`config.mk`:
```
export PLATFORM = sky130hd
export DESIGN_NAME = interlayer_row_reader
export DESIGN_NICKNAME = d
export VERILOG_FILES = /design/src/rtl/interlayer_row_reader.sv
export SDC_FILE = /design/constraint.sdc
export NUM_CORES = 1
export LEC_CHECK = 0
export ABC_AREA = 1
export CAP_MARGIN = 20
export CORE_MARGIN = 5
export CORE_UTILIZATION = 40
export CTS_CLUSTER_DIAMETER = 150
export DETAILED_ROUTE_END_ITERATION = 8
export HOLD_SLACK_MARGIN = 0.06
export PLACE_DENSITY = 0.69
export SYNTH_ARGS = -nofsm -noshare
export SYNTH_HDL_FRONTEND = slang
export SYNTH_SLANG_ARGS = --single-unit
```
`constraint.sdc`:
```
create_clock -name clk -period 8.7 [get_ports clk]
set_clock_uncertainty 0.1 [all_clocks]
set_input_delay 1.74 -clock clk [delete_from_list [all_inputs] [get_ports clk]]
set_output_delay 1.74 -clock clk [all_outputs]
set_load 0.01 [all_outputs]
```
`src/rtl/interlayer_row_reader.sv`:
```
// Interlayer buffer row reader: streams every feature-map row out of the
// buffer RAM, r-major with f inner, one assembled row per handshake.
`ifndef DATA_WIDTH
`define DATA_WIDTH 16
`endif

module interlayer_row_reader #(
  parameter int BUFFER_DEPTH  = 4096,
  parameter int INPUT_SIZE    = 12,
  parameter int TOTAL_FEATURE = 20
) (
  input  logic                                 clk,
  input  logic                                 rst,
  input  logic                                 start_i,
  output logic                                 rd_en_o,
  output logic [$clog2(BUFFER_DEPTH)-1:0]      rd_addr_o,
  input  logic [`DATA_WIDTH-1:0]               rd_data_i,
  output logic [INPUT_SIZE*`DATA_WIDTH-1:0]    row_o,
  output logic                                 valid_o,
  input  logic                                 ready_i,
  output logic [$clog2(TOTAL_FEATURE)-1:0]     feature_idx_o,
  output logic [$clog2(INPUT_SIZE)-1:0]        feature_row_o,
  output logic                                 busy_o,
  output logic                                 done_o
);

  localparam int AW = $clog2(BUFFER_DEPTH);
  localparam int FW = $clog2(TOTAL_FEATURE);
  localparam int CW = $clog2(INPUT_SIZE);
  localparam int DW = `DATA_WIDTH;

  localparam logic [CW-1:0] COL_MAX = CW'(INPUT_SIZE - 1);
  localparam logic [FW-1:0] F_MAX   = FW'(TOTAL_FEATURE - 1);

  typedef enum logic [2:0] {
    IDLE,
    READ,
    LAST,
    OUT,
    DONE
  } state_t;

  state_t state, state_nx;

  logic [CW-1:0] col;
  logic [CW-1:0] prev_col;
  logic          cap_vld;
  logic [AW-1:0] last_addr;
  logic [AW-1:0] addr_calc;
  logic          hs;
  logic          last_row;

  assign hs       = (state == OUT) && ready_i;
  assign last_row = (feature_idx_o == F_MAX)
                 && (feature_row_o == COL_MAX);

  assign addr_calc = AW'(feature_idx_o) * AW'(INPUT_SIZE * INPUT_SIZE)
                   + AW'(feature_row_o) * AW'(INPUT_SIZE)
                   + AW'(col);

  assign rd_en_o   = (state == READ);
  assign rd_addr_o = rd_en_o ? addr_calc : last_addr;
  assign valid_o   = (state == OUT);
  assign busy_o    = (state != IDLE);

  always_comb begin
    state_nx = state;
    unique case (state)
      IDLE: if (start_i) state_nx = READ;
      READ: if (col == COL_MAX) state_nx = LAST;
      LAST: state_nx = OUT;
      OUT:  if (ready_i) state_nx = last_row ? DONE : READ;
      DONE: state_nx = IDLE;
      default: state_nx = IDLE;
    endcase
  end

  always_ff @(posedge clk) begin
    if (rst) begin
      state         <= IDLE;
      col           <= '0;
      prev_col      <= '0;
      cap_vld       <= 1'b0;
      last_addr     <= '0;
      row_o         <= '0;
      feature_idx_o <= '0;
      feature_row_o <= '0;
      done_o        <= 1'b0;
    end else begin
      state    <= state_nx;
      cap_vld  <= rd_en_o;
      prev_col <= col;
      done_o   <= (state == DONE);
      if (state == IDLE && start_i) begin
        col           <= '0;
        feature_idx_o <= '0;
        feature_row_o <= '0;
      end
      if (rd_en_o) begin
        last_addr <= addr_calc;
        col       <= (col == COL_MAX) ? '0 : col + CW'(1);
      end
      // RAM data lags the address by one cycle, so land it in last cycle's column
      if (cap_vld)
        row_o[(INPUT_SIZE-1-int'(prev_col))*DW +: DW] <= rd_data_i;
      if (hs) begin
        if (feature_idx_o == F_MAX) begin
          feature_idx_o <= '0;
          feature_row_o <= last_row ? '0 : feature_row_o + 1'b1;
        end else begin
          feature_idx_o <= feature_idx_o + 1'b1;
        end
      end
    end
  end

endmodule

```
==> results of run 1 <==
## cell families after synthesis
logic type / count (synthesis) / synth area share [%]
XOR/XNOR: 12 / 0.943
flip-flops: 226 / 40.6
buffers and inverters: 392 / 15.1
AO/OA/AOI/OAI: 151 / 6.97
adder cells (fa/ha/maj): 26 / 3.19
AND/OR/NAND/NOR: 863 / 33.2
## stage by stage
| stage | setup slack (ns) | cell area (um^2) | total power [mW] | util [%] | hold slack (ns) |
|---|---|---|---|---|---|
| global route | 3.06 | 14400 | 2.79 | 52.2 | 0.363 |
| floorplan | 4.61 | 11100 | 1.40 | - | 0.345 |
| CTS | 3.37 | 14400 | 2.69 | 52.2 | 0.348 |
| detailed placement | 3.95 | 13500 | 1.60 | 49.0 | 0.338 |
| global placement | 4.02 | 13500 | 1.59 | 48.8 | 0.333 |
| finish | 3.38 | 14400 | 2.67 | 52.2 | 0.344 |
## power groups by stage
stage          Combinational, mW  Sequential, mW  Clock, mW
2_1_floorplan              0.274            1.12          0
3_3_place_gp               0.462            1.13          0
3_5_place_dp               0.469            1.13          0
4_1_cts                    0.472            1.10       1.12
5_1_grt                    0.517            1.11       1.16
6_report                   0.469            1.11       1.10
## cell type report
type / count / area, um^2
Fill cell: 2704 / 13200
Multi-Input combinational cell: 1052 / 4940
Sequential cell: 226 / 4520
Timing Repair Buffer: 249 / 2480
Inverter: 305 / 1150
Clock buffer: 35 / 766
Tap cell: 378 / 473
Clock inverter: 13 / 97.6
## cell usage in the layout, fill, tap and decap left out, types with 2 or more instances in the layout
cell type / synthesis / final
clkinv_2: 0 / 10
nor3_4: 3 / 3
nor2_1: 344 / 344
dfxtp_1: 226 / 226
xor2_1: 5 / 5
inv_2: 8 / 8
buf_4: 2 / 10
or2_2: 7 / 7
clkbuf_1: 33 / 2
nor3_2: 2 / 3
clkdlybuf4s50_1: 0 / 235
o21ai_0: 53 / 53
clkbuf_16: 0 / 27
a21oi_1: 48 / 48
nor3_1: 52 / 51
fa_1: 4 / 4
inv_1: 297 / 296
nand3_4: 9 / 9
clkbuf_8: 0 / 6
nor4_1: 9 / 9
nand2_4: 2 / 2
a211oi_1: 5 / 5
nand2_1: 378 / 378
nor2_8: 3 / 3
and2_1: 2 / 2
nand3_2: 2 / 2
xnor2_1: 7 / 7
buf_2: 23 / 2
nand4_1: 7 / 7
ha_1: 22 / 22
nand3_1: 39 / 39
o21ai_1: 42 / 42
## how the worst max path moves through the flow
stage                                     start            to  slack, ns  depth (start not counted)
global placement    feature_row_o[2]$_SDFF_PP0_  rd_addr_o[7]       4.02                         11
detailed placement  feature_row_o[2]$_SDFF_PP0_  rd_addr_o[7]       3.95                         11
finish              feature_row_o[2]$_SDFF_PP0_  rd_addr_o[7]       3.38                         11
global route        feature_row_o[2]$_SDFF_PP0_  rd_addr_o[7]       3.06                         11
CTS                 feature_row_o[2]$_SDFF_PP0_  rd_addr_o[7]       3.37                         11
floorplan           feature_row_o[2]$_SDFF_PP0_  rd_addr_o[7]       4.61                         10
## layer usage
metal	vias up	share of wire, %
met2	311	45
met4	0	2.6
met3	59	8.7
li1	5371	-
met1	4688	44
met5	-	0
## tightest hold or removal path: stages (launching register included)
cell,delay [ns]
dfxtp_1,0.31
inv_1,0.05
a21oi_1,0.05
## sequential cells by signal (all words and copies together) (netlist names)
| signal | flops |
|---|---|
| row_o | 192 |
| last_addr | 12 |
| prev_col | 4 |
| feature_idx_o | 5 |
| done_o | 1 |
| state | 3 |
| cap_vld | 1 |
| feature_row_o | 4 |
| col | 4 |
==> impl_metrics.csv, run 1 <==
group,metric,value,unit
synth,synth_seq_area_share,40.6,%
global_route,grt-busiest-layer,"met2",
setup_path,timing.rr.end,"row_o[125]$_SDFFE_PP0P_",
floorplanning,die_w,177,um
synth,ys_ff_latch,226,
place,dp_hpwl,24.7,mm
run,max-cap-violations,0,
synth,synth_commonest_cells,"nand2_1, nor2_1, inv_1",
setup_path,timing.reg2reg.setup_slack,4.54,ns
global_route,overflow,0,
route,routed_wl,34.9,mm
cts,h-tree-depth,1,
cts,cts_max_path_buffers,3,
setup_path,critPathMaxStageDelay,0.60,ns
cts,cts_sinks,226,
floorplanning,rows,61,
synth,syn_inst,1670,
sta,worst_slew_pin_slew,1.08,ns
global_route,grt_pass1_wl,54.2,mm
global_route,use_met1,28.6,%
power_and_ir_drop,p_sw,771,uW
floorplanning,chipHeight,177,um
synth,synth_area_leaders,"dfxtp_1, nand2_1, nor2_1, inv_1, ha_1",
route,avgRoutedWirePerCell,15.5,um
sta,period_share,61.2,%
synth,synthDistinctLibCells,38,
run_status,status,"finished, final reports clean",
power_and_ir_drop,p_leak,6.90,nW
setup_path,cp_cell_sequence,"inv_1 -> ha_1 -> o21ai_0 -> xor2_1 -> ha_1 -> a21oi_1 -> nand3_1 -> nand2_1 -> nand2_1 -> o21ai_0 -> clkdlybuf4s50_1",
setup_path,critPathTopFamily,"compound AO/OA/AOI/OAI gates",
sta,setup_viol,0,
finish,drive_gt1_share,5.43,%
sta,relSlewSlack,27.8,%
setup_path,worst-path-max-fanout,7,
min_path,hp-class,"reg2reg",
setup_path,endpoint_kind,"output port",
power_and_ir_drop,p_clk_share,41.0,%
floorplanning,pin_count,237,
global_route,grt_use_met2,35.3,%
setup_path,start_kind,"flop",
setup_path,crit_slowest_cell,"clkdlybuf4s50_1",
cts,clk_pin_slew,0.06,ns
finish,antenna_cells,0,
floorplanning,dieArea,0.0313,mm^2
route,vias_per_cell,4.62,
sta,max_freq,0.188,GHz
cts,cts-buffers-inserted,26,
min_path,holdPathEnd,"row_o[8]$_SDFFE_PP0P_",
place,port_buffers,236,
floorplanning,core_area,0.0276,mm^2
setup_path,cp_data_arrival_time,3.48,ns
synth,synthMostInstantiatedCell,"nand2_1",
finish,area_growth,29.4,%
synth,synth_top_area_cell,"dfxtp_1",
route,num_vias,10429,
synth,synth_fp_nets,1716,
route,first_pass_iters,5,
setup_path,rr_worst_depth,11,
synth,synth-edff-count,0,
sta,slew_violations,0,
setup_path,timing.rr.start,"prev_col[0]$_SDFF_PP0_",
route,drt_iter0_drc,837,
power_and_ir_drop,p_sw_share,28.8,%
global_route,grt_usage,21.7,%
power_and_ir_drop,combPwrFrac,17.6,%
sta,hold_viol,0,
floorplanning,initial_core_util,40.4,%
power_and_ir_drop,power_frac_seq,41.4,%
synth,ys_warn_count,0,
global_route,antenna_found_initial,0,
global_route,grt_pass1_vias,9826,
place,gp_congestion,0.863,
cts,root_buffer,"clkbuf_16",
sta,rsz0062_at_grt,"no",
setup_path,cp.buffers_inverters,2,
cts,cts_tree,"yes",
min_path,hold-path-cell-count,2,
synth,synthesis.area,0.0111,mm^2
cts,clock_latency,0.53,ns
route,drt.antenna.violating_nets,0,
cts,ctsResizeCount,0,
cts,holdBufCountCts,0,
sta,fin_crit,5.32,ns
global_route,use_met3,6.11,%
power_and_ir_drop,p_per_area,185,mW/mm^2
power_and_ir_drop,power.internal,1.90,mW
synth,yosysTopAreaCellShare,40.6,%
synth,synthFlopType,"dfxtp_1",
setup_path,crit_required,6.86,ns
finish,fin_nets,1906,
global_route,grt_max_degree,84,
sta,finalSetupTns,0,ns
finish,final_cell_count_no_fill,2258,
place,placedCellCount,2208,
synth,syn_avg_cell_area,6.68,um^2
route,drc_errors,0,
setup_path,critical_path_class,"reg2out",
power_and_ir_drop,ir_drop,0.159,mV
synth,async_flop_share,0,%
cts,post_cts_buffers,0,
min_path,hp-start,"row_o[8]$_SDFFE_PP0P_",
(Power assumes the default switching activity.)
==> run 2, diff against run 1 <==
--- a/config.mk
+++ b/config.mk
@@ -12,7 +12,7 @@
 export CTS_CLUSTER_DIAMETER = 150
 export DETAILED_ROUTE_END_ITERATION = 8
 export HOLD_SLACK_MARGIN = 0.06
-export PLACE_DENSITY = 0.69
+export PLACE_DENSITY = 0.72
 export SYNTH_ARGS = -nofsm -noshare
 export SYNTH_HDL_FRONTEND = slang
 export SYNTH_SLANG_ARGS = --single-unit
==> constraint.sdc (replaced) <==
create_clock -name clk -period 4.7 [get_ports clk]
set_clock_uncertainty 0.1 [all_clocks]
set_input_delay 0.94 -clock clk [delete_from_list [all_inputs] [get_ports clk]]
set_output_delay 0.94 -clock clk [all_outputs]
set_load 0.01 [all_outputs]
==> run 2 against run 1 <==
Compared with the run above: die area stayed put; final area increased by 0.48%; cell count grew 0.35%; sequential power rose by 83%; worst hold slack better by 0.00078 ns; combinational power increased by 89%; largest cell class unchanged; non-clock buffer count up 5; global-route usage is 0.058 points higher; register-to-register slack worse by 3.6 ns; clock power is 93% higher; critical path type unchanged.
==> impl_metrics.csv, run 2 (same netlist as run 1, synthesis figures left out) <==
group,metric,value,unit
setup_path,timing.rr.start,"prev_col[0]$_SDFF_PP0_",
setup_path,rr_worst_depth,10,
finish,multiInputGateArea,0.00494,mm^2
min_path,hp-class,"reg2reg",
min_path,hp-start,"row_o[0]$_SDFFE_PP0P_",
sta,relSlewSlack,22.3,%
min_path,holdPathEnd,"row_o[0]$_SDFFE_PP0P_",
global_route,grt_max_degree,127,
setup_path,start_kind,"flop",
route,drt_iter0_drc,817,
floorplanning,chipHeight,177,um
setup_path,cp_data_arrival_time,3.40,ns
finish,regArea,0.00453,mm^2
finish,fin_nets,1911,
route,avgRoutedWirePerCell,15.4,um
sta,max_freq,0.225,GHz
finish,mostFrequentLayoutCell,"nand2_1",
sta,rsz0062_at_grt,"no",
floorplanning,dieArea,0.0313,mm^2
sta,finalSetupTns,0,ns
cts,cts_tree,"yes",
global_route,grt_usage,21.8,%
power_and_ir_drop,finalPower,5.04,mW
floorplanning,die_w,177,um
place,dp_hpwl,25.0,mm
cts,clock_latency,0.54,ns
setup_path,critical_path_class,"reg2out",
route,drt.antenna.violating_nets,0,
finish,area_growth,30.0,%
setup_path,cp_cell_sequence,"ha_2 -> fa_1 -> xnor2_1 -> ha_1 -> buf_4 -> nand2_1 -> nand2_1 -> nand2_1 -> nand3_1 -> nand2_1 -> nand2_1 -> nand3_1 -> o21ai_0 -> inv_1 -> clkdlybuf4s50_1",
floorplanning,initial_core_util,40.4,%
setup_path,worst-path-max-fanout,6,
cts,holdBufCountCts,0,
power_and_ir_drop,p_leak,6.92,nW
route,drc_errors,0,
finish,top_register,"row_o",
cts,h-tree-depth,1,
sta,worst_slew_pin_slew,1.16,ns
setup_path,timing.rr.end,"row_o[1]$_SDFFE_PP0P_",
floorplanning,pin_count,237,
setup_path,crit_slowest_cell,"clkdlybuf4s50_1",
setup_path,critPathMaxStageDelay,0.53,ns
route,num_vias,10577,
finish,drive_gt1_share,5.73,%
sta,setup_viol,0,
sta,fin_crit,4.44,ns
global_route,grt_pass1_wl,54.8,mm
cts,cts_max_path_buffers,3,
global_route,grt_pass1_vias,9927,
global_route,antenna_found_initial,2,
place,gp_congestion,0.917,
place,port_buffers,236,
setup_path,crit_required,3.66,ns
min_path,hold-path-cell-count,2,
cts,cts-buffers-inserted,26,
cts,root_buffer,"clkbuf_16",
setup_path,endpoint_kind,"output port",
route,routed_wl,34.9,mm
power_and_ir_drop,ir_drop,0.228,mV
floorplanning,rows,61,
route,first_pass_iters,6,
setup_path,cp_common_cell,"nand2_1",
cts,cts_sinks,226,
finish,largest_reg_flops,192,
run,max-cap-violations,0,
finish,mostFrequentLayoutCells,"nand2_1, nor2_1, inv_1, clkdlybuf4s50_1, dfxtp_1",
power_and_ir_drop,p_per_area,348,mW/mm^2
floorplanning,core_area,0.0276,mm^2
sta,slew_violations,0,
finish,top_regs,"row_o: 192 flops, last_addr: 12 flops, feature_idx_o: 5 flops",
sta,hold_viol,0,
finish,num-fill-cells,2695,
setup_path,timing.reg2reg.setup_slack,0.90,ns
cts,clk_pin_slew,0.06,ns
route,vias_per_cell,4.67,
run_status,status,"finished, final reports clean",
sta,period_share,94.4,%
global_route,overflow,0,
run 2: changes by cell type in the layout (fill, tap and decap cells not counted), moves of 2 or more:
cell	before	now
clkinvlp_4	0	3
clkinv_2	10	6
clkbuf_8	6	3
diode_2	0	3
buf_4	10	17
bufinv_16	1	3
run 2: power by group:
group / internal (mW) / leakage [nW] / switching (mW)
combinational: 0.337 / 4.66 / 0.551
sequential: 1.99 / 1.82 / 0.0436
clock: 1.26 / 0.437 / 0.858
run 2: layout make-up:
cell class | instances | share of cell area, %
Timing Repair Buffer | 254 | 17.3
Tap cell | 378 | 3.26
Clock inverter | 15 | 1.17
Antenna cell | 3 | 0.0518
Clock buffer | 33 | 5.02
Inverter | 305 | 7.91
Sequential cell | 226 | 31.2
Multi-Input combinational cell | 1052 | 34.1
run 2: how the worst max path moves through the flow:
stage	from	to	slack, ns	cells past startpoint
6_report	feature_row_o[0]$_SDFF_PP0_	rd_addr_o[10]	0.26	15
3_5_place_dp	feature_row_o[0]$_SDFF_PP0_	rd_addr_o[11]	0.76	15
2_1_floorplan	feature_row_o[2]$_SDFF_PP0_	rd_addr_o[7]	1.41	10
5_1_grt	feature_row_o[1]$_SDFF_PP0_	rd_addr_o[9]	0.002	14
4_1_cts	feature_row_o[0]$_SDFF_PP0_	rd_addr_o[11]	0.18	15
3_3_place_gp	feature_row_o[2]$_SDFF_PP0_	rd_addr_o[7]	0.83	11
run 2: critical path, delay by kind of cell, from the launching register on:
| kind | cells | cell delay (ns) |
|---|---|---|
| buffers and inverters | 3 | 0.76 |
| flip-flops | 1 | 0.36 |
| AO/OA/AOI/OAI | 1 | 0.10 |
| adder cells (fa/ha/maj) | 3 | 0.99 |
| AND/OR/NAND/NOR | 7 | 0.52 |
| XOR/XNOR | 1 | 0.15 |
run 2: metrics by stage:
stage / setup WS (ns) / cells / hold slack [ns] / cell area [um^2] / utilization (%)
finish: 0.262 / 2266 / 0.345 / 14500 / 52.5
global route: 0.00169 / 2265 / 0.368 / 14500 / 52.5
CTS: 0.179 / 2261 / 0.347 / 14500 / 52.4
detailed placement: 0.763 / 2213 / 0.338 / 13600 / 49.1
global placement: 0.828 / 2212 / 0.333 / 13600 / 49.1
floorplan: 1.41 / 1670 / 0.345 / 11100 / -
run 2: repair_timing:
item,CTS,global route
resized for setup,0,4
buffers inserted,0,2
endpoints found under the setup margin,0,4
run 2: metal layers:
| metal | vias to the layer above | global-route usage [%] | routed length (um) |
|---|---|---|---|
| met1 | 4787 | 28.6 | 15100 |
| li1 | 5408 | - | - |
| met2 | 316 | 35.3 | 15900 |
| met4 | 0 | 7.00 | 1180 |
| met3 | 66 | 5.53 | 2800 |
| met5 | - | 0 | 0 |
==> patch 1 (flow settings as in run 1) <==
Re-encode `state_t` (5 states) as one-hot, 5 bits wide.
--- a/src/rtl/interlayer_row_reader.sv
+++ b/src/rtl/interlayer_row_reader.sv
@@ -33,10 +33,10 @@
   localparam logic [FW-1:0] F_MAX   = FW'(TOTAL_FEATURE - 1);
 
-  typedef enum logic [2:0] {
-    IDLE,
-    READ,
-    LAST,
-    OUT,
-    DONE
+  typedef enum logic [4:0] {
+    IDLE = 5'b00001,
+    READ = 5'b00010,
+    LAST = 5'b00100,
+    OUT  = 5'b01000,
+    DONE = 5'b10000
   } state_t;
 
Check against the original RTL: no difference found for any inputs over 4 cycles, from zero or initial values and one cycle with rst high; so few cycles prove little.
==> patch 1 against run 1 <==
Worst setup slack got worse by 0.0059 ns; die area increased by 6.4%; first-iteration DRC count decreased by 7.8%; cell count increased by 8.5%; synthesized area increased by 6.8%; core utilization decreased by 0.64 points; worst hold slack improved by 0.031 ns; final area increased by 5.4%; sequential share of layout area decreased by 1.3 points; sequential cell count increased by 2; global-route usage decreased by 0.77 points; routed wire length increased by 3.9%; non-clock buffer count decreased by 8; critical path type unchanged; highest routed layer unchanged.
Power is not compared: it rests on default switching activity, and its combinational part moved more than twofold at a synthesized area within 25%.
==> patch 1: results (changes against run 1) <==
| Metric | Value |
|---|---|
| R2r startpoint | `prev_col[0]` |
| Hold Path Depth | `2 (unchanged)` |
| Total nets after synthesis | `1921 (+12%)` |
| Pin count of the biggest net entering global routing | `95 (+13%)` |
| Slowest CP cell | `clkdlybuf4s50_1` |
| Worst Hold Path EP | `last_addr[0]` |
| Gpl congestion | `0.861 (-0.17%)` |
| First-pass GRT wire length | `57300 µm (+5.6%)` |
| Max-slew headroom | `31.7% (+3.9 points)` |
| RR Endpoint | `row_o[74]` |
| Sequential share of the synthesized area | `38.3% (-2.2 points)` |
| Share of cells above drive strength 1 | `3.98% (-1.4 points)` |
| Leak | `7.03 nW` |
| Total GRT Usage | `20.9% (-0.77 points)` |
| Placed cell area | `14300 µm² (+5.5%)` |
| Worst R2R Path Depth | `9 (-2)` |
| H-tree levels | `1 (unchanged)` |
| Post-CTS setup buffers | `0 (unchanged)` |
| Hold Crit Class | `register to register` |
| IO Port Bufs | `236 (unchanged)` |
| Reg-to-reg slack, setup | `3.76 ns (-0.78 ns)` |
| Largest registers | `row_o (192), last_addr (12)` |
| Filler cell count | `2964 (+9.6%)` |
| DR iter-0 viols | `772 (-7.8%)` |
| Outcome | `completed` |
| Arrival time at the worst endpoint | `3.49 ns (about the same)` |
| WHS | `0.375 ns (+0.0308 ns)` |
| Slowest stage delay, CP | `0.53 ns (-0.07 ns)` |
| Post-CTS sizing | `0 (unchanged)` |
| Yosys Warn Count | `0 (unchanged)` |
| Routed len/inst | `14.8 µm (-4.2%)` |
| Hold wc startpoint | `last_addr[0]` |
| Antenna violations before repair | `0 (unchanged)` |
| Detailed Routing Iterations Pass 1 | `6 (+1)` |
| Synth cell count leaders | `nand2_1 (402), nor2_1 (396), inv_1 (358)` |
| ANT cells | `0 (unchanged)` |
| Synth top area cells | `dfxtp_1 (38%), nand2_1 (13%), nor2_1 (12%)` |
| Reg clk slew, reported paths | `0.06 ns (about the same)` |
| Ys async rst share | `0% (unchanged)` |
| Top Family by Delay on Critical Path | `buffers and inverters` |
| Nets | `2088 (+9.5%)` |
| CP Max Fanout | `7 (unchanged)` |
| Worst vdd ir | `0.000134 V` |
| Root Buffer | `clkbuf_16` |
| Yosys cell types | `38 (unchanged)` |
| Post-DR vias/cell | `4.65 (+0.66%)` |
| Detail Placement HPWL | `26300 µm (+6.5%)` |
| Clk_lat worst skew | `0.52 ns` |
## patch 1: cell types whose count changed after synthesis, moves of 17 or more
cell	before	now
a21oi_1	48	22
clkbuf_1	33	50
inv_1	297	358
nand2_1	378	402
nand3_1	39	66
nor2_1	344	396
nor3_1	52	69
o21ai_0	53	73
## patch 1: power breakdown
group | switching, mW | internal (mW)
clock | 0.435 | 0.721
combinational | 0.110 | 0.0639
sequential | 0.00669 | 1.06
## patch 1: per-stage QoR
stage | instances | utilization (%) | total power, mW | setup slack (ns)
after detailed placement | 2404 | 48.5 | 1.26 | 3.87
after global placement | 2403 | 48.4 | 1.26 | 3.98
final | 2451 | 51.6 | 2.39 | 3.37
after CTS | 2451 | 51.6 | 2.42 | 3.35
after global routing | 2451 | 51.6 | 2.48 | 3.05
after floorplan | 1875 | - | 1.19 | 4.63
## patch 1: final cells by class
cell class	count	area (µm²)	share of cell area (%)
clock inverter	8	118	0.773
clock buffer	39	801	5.27
timing repair buffer	241	2400	15.8
inverter	364	1370	9.00
multi-input combinational	1181	5470	35.9
sequential	228	4560	30.0
tap	390	488	3.21
## patch 1: worst max-delay path by stage
stage	startpoint	endpoint	slack [ns]	depth (start not counted)
6_report	feature_row_o[2]	rd_addr_o[7]	3.37	12
5_1_grt	feature_row_o[2]	rd_addr_o[7]	3.05	12
4_1_cts	feature_row_o[2]	rd_addr_o[7]	3.35	12
3_5_place_dp	prev_col[0]	row_o[69]	3.87	9
3_3_place_gp	prev_col[0]	row_o[14]	3.98	7
2_1_floorplan	feature_row_o[2]	rd_addr_o[11]	4.63	13
## patch 1: worst reg2reg max path, delay by kind of cell (launching register included)
kind,cells,cell delay [ns]
fa+ha+maj,1,0.44
buf+inv,2,1.15
flops,1,0.90
compound gates,1,0.49
simple gates,5,1.74
## patch 1: layer usage
layer	part of all wire [%]	wire, µm	vias up	global-route usage (%)
met5	0	0	-	0
met3	7.6	2770	76	5.26
met4	3.5	1270	0	6.48
met1	40	14600	5018	24.5
met2	49	17700	358	37.6
li1	-	-	5943	-
## patch 1: logic make-up after synthesis
kind of cell | after synthesis | synth area share [%]
flip-flops | 228 | 38.3
XOR/XNOR | 13 | 1.11
AO/OA/AOI/OAI | 147 | 6.26
adder cells (fa/ha/maj) | 26 | 2.98
buffers and inverters | 466 | 15.8
AND/OR/NAND/NOR | 995 | 35.5
==> patch 2 (flow settings as in run 1) <==
Without the edit above. `DATA_WIDTH`: 16 -> 14.
--- a/src/rtl/interlayer_row_reader.sv
+++ b/src/rtl/interlayer_row_reader.sv
@@ -2,5 +2,5 @@
 // buffer RAM, r-major with f inner, one assembled row per handshake.
 `ifndef DATA_WIDTH
-`define DATA_WIDTH 16
+`define DATA_WIDTH 14
 `endif
 
Ports: changed (resized rd_data_i and row_o); port bits go from 237 to 211. No check against the original RTL was run, so the function may have changed too.
==> patch 2 against run 1 <==
Worst hold slack gained 0.032 ns; sequential share of layout area shrank 4.5 points; critical endpoint is now row_o[162]; worst setup slack lost 1.7 ns; synthesized area grew 7.6%; routed wire length grew 16%; sequential cell count shrank 24; final area grew 4.5%; largest cell class unchanged.
Power is not compared: it rests on default switching activity, and its combinational part moved more than twofold at a synthesized area within 25%.
==> patch 2: results (changes against run 1) <==
| Metric | Value |
|---|---|
| Clk_lat worst skew | `0.53 ns (about the same)` |
| Post-CTS setup buffers | `0 (unchanged)` |
| Net switching power | `1.31 mW` |
| Detailed-route wire length | `40400 µm (+16%)` |
| Synth cell count leaders | `nand2_1 (377), nor2_1 (253), dfxtp_1 (202)` |
| CP Max Fanout | `26 (+19)` |
| Share of cells above drive strength 1 | `7.96% (+2.5 points)` |
| Sequential share of the synthesized area | `33.7% (-6.9 points)` |
| Yosys cell types | `58 (+53%)` |
| Vias | `12.3k (+18%)` |
| Register area | `4040 µm² (-11%)` |
| Cell count after placement | `2307 (+4.5%)` |
| Slowest stage delay, CP | `0.83 ns (+0.23 ns)` |
| First-pass GRT wire length | `64200 µm (+18%)` |
| Pin count of the biggest net entering global routing | `128 (+52%)` |
| Largest registers | `row_o (168), last_addr (12), feature_idx_o (5)` |
| Nets | `2003 (+5.1%)` |
| Buffers outside the clock class | `216 (-13%)` |
| H-tree levels | `1 (unchanged)` |
| Area growth, synth to finish | `25.7%` |
| Detail Placement HPWL | `30000 µm (+22%)` |
| Mean area per synthesized cell | `6.73 µm² (+0.87%)` |
| IO Port Bufs | `210 (-11%)` |
| Inverters | `185 (-39%)` |
| Post-DR vias/cell | `5.25 (+14%)` |
| Worst vdd ir | `0.000150 V` |
| Register share of total power | `30.5%` |
| Post-CTS sizing | `0 (unchanged)` |
| DR iter-0 viols | `1085 (+30%)` |
| Arrival time at the worst endpoint | `7.39 ns (+3.91 ns)` |
| Top Family by Delay on Critical Path | `adder cells` |
| WHS | `0.376 ns (+0.0321 ns)` |
| Area occupied by multi-input gates | `6860 µm² (+39%)` |
| Detailed Routing Iterations Pass 1 | `5 (unchanged)` |
| CLK BUF | `30 (-14%)` |
| Total nets after synthesis | `1841 (+7.3%)` |
| Slowest CP cell | `dfxtp_1` |
| TritonCTS buffer count | `23 (-12%)` |
| Clk sink count | `202 (-11%)` |
| Hold Crit Class | `register to register` |
| F_max | `142 MHz (-25%)` |
| CTS max path bufs | `3 (unchanged)` |
| Filler cell count | `2992 (+11%)` |
| Gpl congestion | `1.01 (+17%)` |
| Antenna violations before repair | `0 (unchanged)` |
| Reg-to-reg slack, setup | `1.64 ns (-2.90 ns)` |
| Outcome | `completed` |
| Dpl ws | `1.66 ns (-2.30 ns)` |
| Clock buf/inv share | `5.38% (-0.61 points)` |
| Non-clk buf share | `14.4% (-2.8 points)` |
| Synth top area cells | `dfxtp_1 (34%), nand2_1 (12%), nor2_1 (7.9%)` |
| Fraction of area in registers | `26.8% (-4.5 points)` |
| #MultiIn Comb | `1316 (+25%)` |
| Placed cell area | `14200 µm² (+5.1%)` |
| Total GRT Usage | `23.4% (+1.6 points)` |
| Max-slew headroom | `38.1% (+10 points)` |
## patch 2: cell types whose count changed after synthesis, moves of 24 or more
cell            run 1  this run
a21oi_1            48       152
nand3_1            39       104
dfxtp_1           226       202
nor3_1             52        25
nor2_1            344       253
o21ai_0            53       122
inv_1             297       163
## patch 2: per-layer routing
metal	vias up	track usage, %	wire length, µm
met5	-	0	0
met2	458	37.3	17900
li1	6152	-	-
met1	5633	30.5	17400
met4	0	7.75	1370
met3	86	6.70	3690
## patch 2: kinds of logic after synthesis
logic type               share of synthesized area, %
buffers and inverters                            9.15
AO/OA/AOI/OAI                                    17.7
AND/OR/NAND/NOR                                  33.0
adder cells (fa/ha/maj)                          4.59
flip-flops                                       33.7
XOR/XNOR                                         1.86
## patch 2: worst paths after layout
kind / end / depth (start not counted) / start
setup / recovery: row_o[162] / 27 / prev_col[0]
hold / removal: last_addr[0] / 2 / last_addr[0]
setup reg to reg: row_o[162] / 27 / prev_col[0]
hold reg to reg: last_addr[0] / 2 / last_addr[0]
